<file path="config.mk">
export PLATFORM = sky130hd
export DESIGN_NAME = alu_req_scheduler
export DESIGN_NICKNAME = d
export VERILOG_FILES = /design/src/rtl/alu_pkg.sv /design/src/rtl/rr_arbiter2.sv /design/src/rtl/alu_req_scheduler.sv
export SDC_FILE = /design/constraint.sdc
export NUM_CORES = 1
export LEC_CHECK = 0
export ABC_CLOCK_PERIOD_IN_PS = 1600
export CORE_MARGIN = 3
export CORE_UTILIZATION = 35
export CTS_CLUSTER_SIZE = 40
export DETAILED_ROUTE_END_ITERATION = 6
export MAX_ROUTING_LAYER = met4
export PLACE_DENSITY = 0.79
export SETUP_SLACK_MARGIN = 0.3
export SLEW_MARGIN = 0
export SYNTH_ARGS = -nofsm -noshare
export SYNTH_HDL_FRONTEND = slang
export SYNTH_SLANG_ARGS = --single-unit
export TNS_END_PERCENT = 20
</file>
<file path="constraint.sdc">
create_clock -name CLK -period 1.6 [get_ports CLK]
set_input_delay 0.32 -clock CLK [delete_from_list [all_inputs] [get_ports CLK]]
set_output_delay 0.32 -clock CLK [all_outputs]
set_load 0.005 [all_outputs]
</file>
<file path="src/rtl/alu_pkg.sv">
// Shared definitions for the ALU request scheduler: opcode unit codes, FSM states, width defaults.
package alu_pkg;

    localparam int unsigned DATA_WIDTH_DEF = 16;
    localparam int unsigned OUT_WIDTH_DEF  = 16;

    localparam logic [1:0] UNIT_ARITH = 2'b00;
    localparam logic [1:0] UNIT_LOGIC = 2'b01;
    localparam logic [1:0] UNIT_CMP   = 2'b10;
    localparam logic [1:0] UNIT_SHIFT = 2'b11;

    typedef enum logic [1:0] {
        IDLE    = 2'd0,
        ISSUE   = 2'd1,
        CAPTURE = 2'd2,
        RESP    = 2'd3
    } state_t;

    // One-hot unit enable vector ordered {shift, cmp, logic, arith}
    function automatic logic [3:0] unit_onehot(input logic [1:0] unit);
        logic [3:0] en;
        en = 4'b0000;
        case (unit)
            UNIT_ARITH: en = 4'b0001;
            UNIT_LOGIC: en = 4'b0010;
            UNIT_CMP:   en = 4'b0100;
            UNIT_SHIFT: en = 4'b1000;
            default:    en = 4'b0000;
        endcase
        return en;
    endfunction

endpackage

</file>
<file path="src/rtl/rr_arbiter2.sv">
// Two-way round-robin arbiter: a lone requester wins, a tie goes to the one not granted last.
module rr_arbiter2 (
    input  logic [1:0] req,
    input  logic       last_grant,
    output logic       grant,
    output logic       any
);

    assign any = |req;

    always_comb begin
        grant = req[1];
        if (req == 2'b11) begin
            grant = ~last_grant;
        end
    end

endmodule

</file>
<file path="src/rtl/alu_req_scheduler.sv">
// Shares one registered ALU between two requesters: arbitrate, issue, capture the result, respond.
module alu_req_scheduler
    import alu_pkg::*;
#(
    parameter int unsigned DATA_WIDTH = DATA_WIDTH_DEF,
    parameter int unsigned OUT_WIDTH  = OUT_WIDTH_DEF
) (
    input  logic                  CLK,
    input  logic                  RST,
    input  logic [1:0]            REQ_VALID,
    output logic [1:0]            REQ_READY,
    input  logic [DATA_WIDTH-1:0] REQ0_A,
    input  logic [DATA_WIDTH-1:0] REQ0_B,
    input  logic [DATA_WIDTH-1:0] REQ1_A,
    input  logic [DATA_WIDTH-1:0] REQ1_B,
    input  logic [3:0]            REQ0_OP,
    input  logic [3:0]            REQ1_OP,
    output logic [DATA_WIDTH-1:0] ALU_A,
    output logic [DATA_WIDTH-1:0] ALU_B,
    output logic [1:0]            ALU_FUNC,
    output logic                  Arith_Enable,
    output logic                  Logic_Enable,
    output logic                  CMP_Enable,
    output logic                  SHIFT_Enable,
    input  logic [OUT_WIDTH-1:0]  ALU_OUT,
    input  logic                  OUT_FLAG,
    output logic                  RSP_VALID,
    input  logic                  RSP_READY,
    output logic                  RSP_ID,
    output logic [OUT_WIDTH-1:0]  RSP_DATA,
    output logic                  RSP_ERR,
    output logic                  BUSY
);

    state_t                  state;
    logic                    last_grant;
    logic                    held_id;
    logic [3:0]              unit_en;
    logic                    grant;
    logic                    any;
    logic [DATA_WIDTH-1:0]   sel_a;
    logic [DATA_WIDTH-1:0]   sel_b;
    logic [3:0]              sel_op;

    rr_arbiter2 u_arb (
        .req        (REQ_VALID),
        .last_grant (last_grant),
        .grant      (grant),
        .any        (any)
    );

    assign sel_a  = grant ? REQ1_A  : REQ0_A;
    assign sel_b  = grant ? REQ1_B  : REQ0_B;
    assign sel_op = grant ? REQ1_OP : REQ0_OP;

    // Ready is combinational from the grant; held low while reset is asserted so nothing is offered then
    assign REQ_READY = (RST && (state == IDLE) && any) ? (grant ? 2'b10 : 2'b01) : 2'b00;

    assign Arith_Enable = unit_en[0];
    assign Logic_Enable = unit_en[1];
    assign CMP_Enable   = unit_en[2];
    assign SHIFT_Enable = unit_en[3];

    always_ff @(posedge CLK or negedge RST) begin
        if (!RST) begin
            state      <= IDLE;
            last_grant <= 1'b1;
            held_id    <= 1'b0;
            unit_en    <= 4'b0000;
            ALU_A      <= '0;
            ALU_B      <= '0;
            ALU_FUNC   <= 2'b00;
            RSP_VALID  <= 1'b0;
            RSP_ID     <= 1'b0;
            RSP_DATA   <= '0;
            RSP_ERR    <= 1'b0;
            BUSY       <= 1'b0;
        end else begin
            case (state)
                IDLE: begin
                    if (any) begin
                        ALU_A      <= sel_a;
                        ALU_B      <= sel_b;
                        ALU_FUNC   <= sel_op[1:0];
                        unit_en    <= unit_onehot(sel_op[3:2]);
                        held_id    <= grant;
                        last_grant <= grant;
                        BUSY       <= 1'b1;
                        state      <= ISSUE;
                    end
                end
                ISSUE: begin
                    // ALU samples operands on this edge; enables drop so it never fires twice
                    unit_en <= 4'b0000;
                    state   <= CAPTURE;
                end
                CAPTURE: begin
                    RSP_DATA  <= ALU_OUT;
                    RSP_ERR   <= ~OUT_FLAG;
                    RSP_ID    <= held_id;
                    RSP_VALID <= 1'b1;
                    state     <= RESP;
                end
                RESP: begin
                    if (RSP_READY) begin
                        RSP_VALID <= 1'b0;
                        BUSY      <= 1'b0;
                        state     <= IDLE;
                    end
                end
                default: state <= IDLE;
            endcase
        end
    end

endmodule

</file>
After elaboration in Yosys (flattened, before gate mapping)
Cells that the tools add are included.
{"block": "word_totals", "ff_bits": 62, "latchBits": 0, "ramBits": 0, "mem_bits_ro": 0, "in_bits": 94, "output_inout_bits": 60, "word_cells": 52, "memories": 0}
{"block": "classes", "add_sub_neg": 0, "n_mul": 0, "div": 0, "n_lt_le_gt_ge": 0, "eq_ne": 9, "shifts": 0, "muxes": 16, "n_bitwise": 2, "reduce_logical": 13}
{"cell": "2-to-1 mux 16 bit", "count": 2}
{"cell": "one-hot mux 4 bit (4 select lines)", "count": 1}
{"cell": "equality test 2 bit, second input constant", "count": 5}
{"cell": "2-to-1 mux 2 bit", "count": 4}
{"cell": "2-to-1 mux 4 bit", "count": 2}
{"cell": "one-hot mux 2 bit (4 select lines)", "count": 1}
{"cell": "one-hot mux 4 bit (2 select lines)", "count": 1}
{"cell": "AND reduction 2 bit", "count": 4}
{"cell": "nonzero test 2 bit", "count": 3}
{"cell": "equality test 2 x 1 -> 1 bit, second input constant", "count": 2}
{"cell": "zero test 2 bit", "count": 2}
{"cell": "!= test 2 bit, second input constant", "count": 2}
{"cell": "one-hot mux 1 bit (2 select lines)", "count": 2}
{"cell": "2-to-1 mux 1 bit", "count": 3}
{"cell": "AND reduction 3 bit", "count": 1}
{"cell": "logical AND 1 bit", "count": 2}
{"cell": "NOT 1 bit", "count": 2}
{"cell": "OR reduction 2 bit", "count": 1}

Longest topological paths before layout
{"block": "depth", "ltp_word": 7, "ltp_mapped": 7, "ltp_nobuf": 5}

Cells and area by module
From an unflattened synthesis, not the netlist that was laid out.
{"block": "hier_totals", "cells_unflattened": 248, "hier_area_um2": 2835.2}
{"module": "alu_req_scheduler", "instances": 1, "cells_per_inst": 246, "area_per_inst_um2": 2821.5}
{"module": "rr_arbiter2", "instances": 1, "cells_per_inst": 2, "area_per_inst_um2": 13.8}

Worst setup path before layout
No wires, ideal clock.
{"block": "synth_timing", "path_kind": "reg2out", "start": "register state[0]", "end": "output port REQ_READY[0]", "arrival_time_ns": 1.300, "required_time_ns": 1.280, "slack_ns": -0.020, "path_stages_with_launch": 7, "path_buffers": 2, "path_cell_list": "dfrtp_1 inv_1 ha_1 buf_2 o21ai_2 clkbuf_1 nor3b_1"}
{"block": "synth_between", "elab_chain_cells": 4}
{"element": "from (decl)", "line_no": "alu_req_scheduler.sv:35", "source": "state_t state;"}
{"element": "from (signal assigned)", "line_no": "alu_req_scheduler.sv:66", "source": "state <= IDLE;"}
{"element": "from (signal assigned)", "line_no": "alu_req_scheduler.sv:89", "source": "state <= ISSUE;"}
{"element": "from (signal assigned)", "line_no": "alu_req_scheduler.sv:95", "source": "state <= CAPTURE;"}
{"element": "zero test 2 bit", "line_no": "alu_req_scheduler.sv:57", "source": "assign REQ_READY = (RST && (state == IDLE) && any) ? (grant ? 2'b10 : 2'b01) : 2'b00;"}
{"element": "logical AND 1 bit (2 in series)", "line_no": "alu_req_scheduler.sv:57"}
{"element": "2-to-1 mux 2 bit", "line_no": "alu_req_scheduler.sv:57"}
{"element": "to (decl)", "line_no": "alu_req_scheduler.sv:11", "source": "output logic [1:0] REQ_READY,"}
No other way between the ends.

Final worst setup path
Ends and elaborated chain as after synthesis.

==> results.ini <==
[yosys]
synth_mux_area_frac = 0.2073
synth_compound_area_frac = 0.1041
ys_types = 28
yosysSeqAreaShare = 0.5520
synth-simple-area-share = 0.08096
netlist_area_sq_um = 2813
yosys_warnings = 0
synthAdderAreaFrac = 0.01779
syn_nets = 343
synth-xor-area-share = 0
postSynthAreaPerCell_sq_um = 11.48
synth_seq_cells = 62
synth_top_family_by_area = multiplexers
synth_cells = 245

[setup_path]
worstPathRequired_ns = 1.28
critical_path_class = flop to primary output
cp_max_fo = 3
setup.worst_path.end_class = primary output
worstSetupStartpointType = flop
arrival_ns = 1.33

[route]
vias_per_cell = 4.685
drc = 0
ant_nets = 0
wl_um = 8011
wl_per_cell_um = 15.20
dr_total_vias = 2469
drt_iter0_drc = 68
drt_first_pass_iters = 4

[timing]
slew_viol_final = 0
worst_slack_ns = -0.04544
period_needed_ns = 1.645
fin_crit_sh = 1.028
rsz0062_at_grt = true
relSlewSlack = 0.6815
clock_skew_ns = 0.008281
hold_viol = 0
max_clock_freq_mhz = 607.7
finalSetupViolations = 1
timing.setup.tns_ns = -0.04544
holdWs_ns = 0.009317
worstMarginPinSlew_ns = 0.4778

[hold_path]
hp-class = input pin to async pin

[finish]
fill_cells = 626
final_layout_size_suffix_gt1_frac = 0.2118
area_growth_pct = 75.49
seq_area_sq_um = 1553
multi_input_area_sq_um = 1300
final_common_cell = clkdlybuf4s50_1
final_cells = 527
fin_util = 0.6355
finalInstanceArea_sq_um = 4936
mostFrequentLayoutCells = clkdlybuf4s50_1, dfrtp_1, clkdlybuf4s15_1
fin_nets = 518
antennaDiodeCount = 0

[power_and_ir_drop]
p_seq_frac = 0.339
power_frac_clock = 0.188
pwr-share-comb = 0.473
leakage_nw = 2.244
swShare = 0.3174
p_per_area_nw_per_um2 = 1651
p_int_mw = 5.564
power_switching_mw = 2.587
peakVddDrop_mv = 0.9621

[placement]
placed_cells = 504
placed_area_sq_um = 4563
port_buffers = 153
dp_hpwl_um = 5825
place_congestion = 0.7891

[clock_network]
cts_buffer_depth = 2
cts_tree = done
numCtsBuffers = 9
cts_root_buf = clkbuf_8
clk_pin_slew_worst_paths_ns = 0.07
h-tree-depth = 3
cts_hold_buffers = 0
clk_latency_ns = 0.33
cts_sinks = 62

[floorplanning]
ioPinCount = 154
rows = 32
die_y_um = 95.65
start_util = 0.3621
core_area_sq_um = 7767
die_w_um = 95.65
die_area_sq_um = 9148

[global_route]
grt_pass1_vias = 2520
grt_use_total = 0.1785
antenna_found_initial = 0
grt_max_degree = 71
grt-ovfl-total = 0
grt_pass1_wl_um = 12160

[status]
status = finished, violations left
violations = setup timing

[job]
max_cap_violations = 0

-- flip-flops by register name (all words and copies together), names as in the netlist, 2 cells and up --
| name | cells |
|---|---|
| ALU_A | 16 |
| ALU_B | 16 |
| ALU_FUNC | 2 |
| state | 2 |
| RSP_DATA | 16 |
| unit_en | 4 |
-- per-layer routing --
metal	track usage	up-vias	wire length [um]
li1	-	1197	-
met1	0.1991	1159	3132
met2	0.2936	100	3983
met3	0.06156	13	793
met4	0.06991	0	103
met5	-	-	0
-- cell usage after synthesis, drive strengths merged --
master  instances  area share
dfrtp          61        0.54
o21ai          39       0.071
mux2i          38        0.14
nand2          34       0.045
mux2           18       0.072
clkbuf         10       0.013
inv             6      0.0080
buf             5       0.016
nor2            5      0.0067
nor2b           5       0.011
ha              4       0.018
a21oi           3      0.0053
nand2b          2      0.0044
nor3b           2      0.0071
o221ai          2      0.0062
o22ai           2      0.0044
o31ai           2      0.0053
a21boi          1      0.0067
a22o            1      0.0031
a31oi           1      0.0022
and3            1      0.0022
dfstp           1      0.0093
nand3           1      0.0018
nand4           1      0.0022
-- cell families (layout without fill, tap and decap cells) --
kind of cell,after synthesis,after routing
DFF,62,62
and+or+nand+nor,51,51
AOI/OAI and AO/OA,51,51
adders and majority gates,4,4
buffers and inverters,21,201
muxes,56,56
-- power by group through the flow --
stage | logic [mW] | clock network (mW) | registers, mW
4_1_cts | 3.89 | 1.56 | 2.76
3_3_place_gp | 3.72 | 0 | 2.73
6_report | 3.86 | 1.53 | 2.76
3_5_place_dp | 3.80 | 0 | 2.77
2_1_floorplan | 1.55 | 0 | 2.82
5_1_grt | 4.26 | 1.63 | 2.87
-- repair_timing --
action / 4_1_cts / 5_1_grt
gates cloned: 0 / 1
endpoints found under the setup margin: 119 / 75
setup buffers: 5 / 1
gates resized for setup: 160 / 24
pin swaps: 6 / 3
-- metrics by stage --
stage	setup slack (ns)	total power [mW]
final	-0.04544	8.151
after global routing	-0.1199	8.751
after CTS	-0.04904	8.208
after detailed placement	-0.5035	6.580
after global placement	-0.5085	6.450
after floorplan	0.1300	4.372
-- critical path: stages, from the launching register on --
cell	delay, ns
dfrtp_1	0.40
inv_2	0.09
ha_4	0.16
o21ai_4	0.06
nor3b_2	0.15
buf_2	0.14
-- path summary, 6_finish.rpt --
check                      startpoint      endpoint  slack (ns)  cells past startpoint
setup / recovery             state[0]  REQ_READY[0]       -0.05                      5
hold / removal                    RST     ALU_B[11]       0.009                      2
setup reg to reg             state[0]      state[1]        0.03                      7
hold reg to reg              ALU_A[2]      ALU_A[2]        0.48                      2
max in group asynchronous         RST   ALU_FUNC[1]        1.19                      2
min in group CLK             ALU_A[2]      ALU_A[2]        0.48                      2
-- layout make-up --
| type | count | share of cell area |
|---|---|---|
| Clock buffer | 12 | 0.02940 |
| Timing Repair Buffer | 179 | 0.3480 |
| Tap cell | 102 | 0.02586 |
| Inverter | 6 | 0.004563 |
| Clock inverter | 4 | 0.01420 |
| Multi-Input combinational cell | 162 | 0.2634 |
| Sequential cell | 62 | 0.3146 |
Power figures use the tool's default switching activity.
==> patch, RTL diff (config.mk and constraints unchanged) <==
Change the package constant `OUT_WIDTH_DEF` from 16 to 12.
--- a/src/rtl/alu_pkg.sv
+++ b/src/rtl/alu_pkg.sv
@@ -4,3 +4,3 @@
     localparam int unsigned DATA_WIDTH_DEF = 16;
-    localparam int unsigned OUT_WIDTH_DEF  = 16;
+    localparam int unsigned OUT_WIDTH_DEF  = 12;
 
Interface: changed (resized ALU_OUT and RSP_DATA); port bits go from 154 to 146. No check against the original RTL was run, so the function may have changed too.
==> patch against the original RTL <==
The flow still finishes with violations (negative setup slack). Wire length up 2.6%. Design area down 2.1%. Power down 1.2%. Synthesized cell count down 3.3%. Worst setup slack worse by 0.099 ns. Sequential cell count down 4. Final cell count down 2.7%. Combinational power up 5.4%. Critical path depth down 1. Clock skew down 0.0021 ns. Area after synthesis down 5.1%. Non-clock buffer count down 2. Core utilization up 2.4 points. Critical endpoint unchanged. Largest power group unchanged.
==> patch: results (changes against the original RTL) <==
| Metric | Value |
|---|---|
| Post-DP Area | 0.00433 mm² (was 0.00456 mm²) |
| Top flop regs | ALU_A x16, ALU_B x16, RSP_DATA x12 (was ALU_A x16, ALU_B x16, RSP_DATA x16) |
| Detailed placement HPWL | 5390 µm (was 5820 µm) |
| Post-Route WL | 8220 µm (was 8010 µm) |
| Initial antenna violation count | 0 (unchanged) |
| H-tree lvl count | 3 (unchanged) |
| Post-Syn Nets | 331 (was 343) |
| Initial DRC count | 78 (was 68) |
| Post-synthesis sequential area ratio | 54.4% (was 55.2%) |
| CTS Buffer Depth | 2 (unchanged) |
| Clk_skew | 0.00620 ns (was 0.00828 ns) |
| DP Worst Slack | -0.502 ns (was -0.504 ns) |
| Mean number of vias per cell | 4.68 (was 4.69) |
| Worst min path class | in2async (unchanged) |
| CTS root buffer | clkbuf_8 (unchanged) |
| Cell variety after synth | 28 (unchanged) |
| Filler cells | 565 (was 626) |
| Crit path DAT | 1.42 ns (was 1.33 ns) |
| Worst setup path startpoint | last_grant (was state[0]) |
| Share of cells above drive strength 1 | 22.0% (was 21.2%) |
| Worst-Skew Late Latency | 0.33 ns (about the same) |
| Clock-pin slew on the worst setup and hold paths | roughly 0.06 ns |
| Max Fanout on Critical Path | 3 (unchanged) |
| Ranking of synthesized cells by area | dfrtp_1 (53%), mux2i_1 (14%), o21ai_0 (7.1%), mux2_2 (5.9%), nand2_1 (4.8%) (was dfrtp_1 (54%), mux2i_1 (14%), mux2_2 (7.2%), o21ai_0 (6.8%), nand2_1 (4.5%)) |
| Critical R2R Launch | state[1] (was state[0]) |
| Synth cell count leaders | dfrtp_1 (57), mux2i_1 (38), o21ai_0 (38), nand2_1 (34), mux2_2 (14) (was dfrtp_1 (61), mux2i_1 (38), o21ai_0 (38), nand2_1 (34), mux2_2 (18)) |
| VDD IR-drop max | 0.769 mV (was 0.962 mV) |
| RePlAce Congestion | 0.714 (was 0.789) |
| Async set or reset register ratio after synthesis | 100% (unchanged) |
| GRT Util Overall | 18.6% (was 17.9%) |
| Outcome | finished, violations left (unchanged) |
| 1st-pass router iterations | 4 (unchanged) |
| Final-report setup violation count | 5 (was 1) |
| Warnings from Yosys | 0 (unchanged) |
| Vias in the first global route | 2580 (was 2520) |
| First-pass GRT wire length | 12200 µm (about the same) |
| Largest net degree at the start of global routing | 71 (unchanged) |
| IO buf count | 145 (was 153) |
| Final WS setup | -0.145 ns (was -0.0454 ns) |
| Relative slew margins | 59.9% (was 68.1%) |
| Worst R2R Path Depth | 8 (was 7) |
| Final net count | 504 (was 518) |
| P_leak | 0.00219 µW (was 0.00224 µW) |
| Failing checks | negative setup slack (unchanged) |
| CTS Buf Count | 9 (unchanged) |
| Ant. Diodes | 0 (unchanged) |
[patch: cell types whose count changed after synthesis, sizes merged]
cell	before	now
buf	5	6
clkbuf	10	9
dfrtp	61	57
mux2	18	14
[patch: repair_timing]
item                                    in CTS  in global routing
endpoints found under the setup margin     111                 72
cloned                                       0                  4
hold buffers                                 1                  0
resized for setup                          149                 41
setup buffers                                7                  2
hold endpoints to repair                     8                  0
pin swaps                                    9                  9
[patch: metrics by stage]
stage               hold slack, ns  cells  utilization, %  TNS (ns)
floorplan                   0.0244    237               -         0
global placement             0.323    484            59.0    -16.01
detailed placement           0.319    484            59.0    -18.57
CTS                          0.190    507            64.3    -0.860
global route                 0.227    513            65.9    -0.829
finish                       0.162    513            65.9    -0.354
[patch: routing by layer]
layer  vias to the layer above  routed length, µm  GRT usage [%]
li1                       1170                  -              -
met1                      1126               3340           21.9
met2                        94               4240           31.0
met3                        13                497           3.78
met4                         0                143           7.69
met5                         -                  0              -
[patch: worst max-delay path, cell delays in order (launching register included)]
cell and delay (ns):
dfstp_2 0.56, a21boi_4 0.07, buf_6 0.14, nor3b_2 0.18
buf_2 0.16
[patch: path summary, 6_finish.rpt]
check	endpoint	slack [ns]
max in group asynchronous	last_grant	0.82
setup reg to reg	state[1]	-0.06
hold reg to reg	ALU_B[0]	0.48
min in group CLK	ALU_B[0]	0.48
setup / recovery	REQ_READY[0]	-0.14
hold / removal	ALU_B[15]	0.16
[patch: kinds of logic (layout without fill, tap and decap cells)]
group / Yosys count / after routing / synth area share, %
multiplexers: 52 / 52 / 20.2
flip-flops: 58 / 58 / 54.4
AND/OR/NAND/NOR: 51 / 51 / 8.53
AO/OA/AOI/OAI: 51 / 51 / 11.0
adder cells (fa/ha/maj): 4 / 4 / 1.88
buffers and inverters: 21 / 198 / 4.03
[patch: power by group]
group | leakage [µW] | internal [µW] | switching [µW]
combinational | 0.00137 | 2410 | 1660
clock | 0.000106 | 836 | 540
sequential | 0.000710 | 2200 | 412
total | 0.00219 | 5440 | 2620
[patch: cell type report]
cell class                      count  area, µm²  area share, %
Clock inverter                      2       35.0          0.725
Timing Repair Buffer              177       1770           36.6
Tap cell                           99        124           2.56
Multi-Input combinational cell    158       1260           26.1
Inverter                            6       22.5          0.466
Clock buffer                       13        169           3.50
Sequential cell                    58       1450           30.1
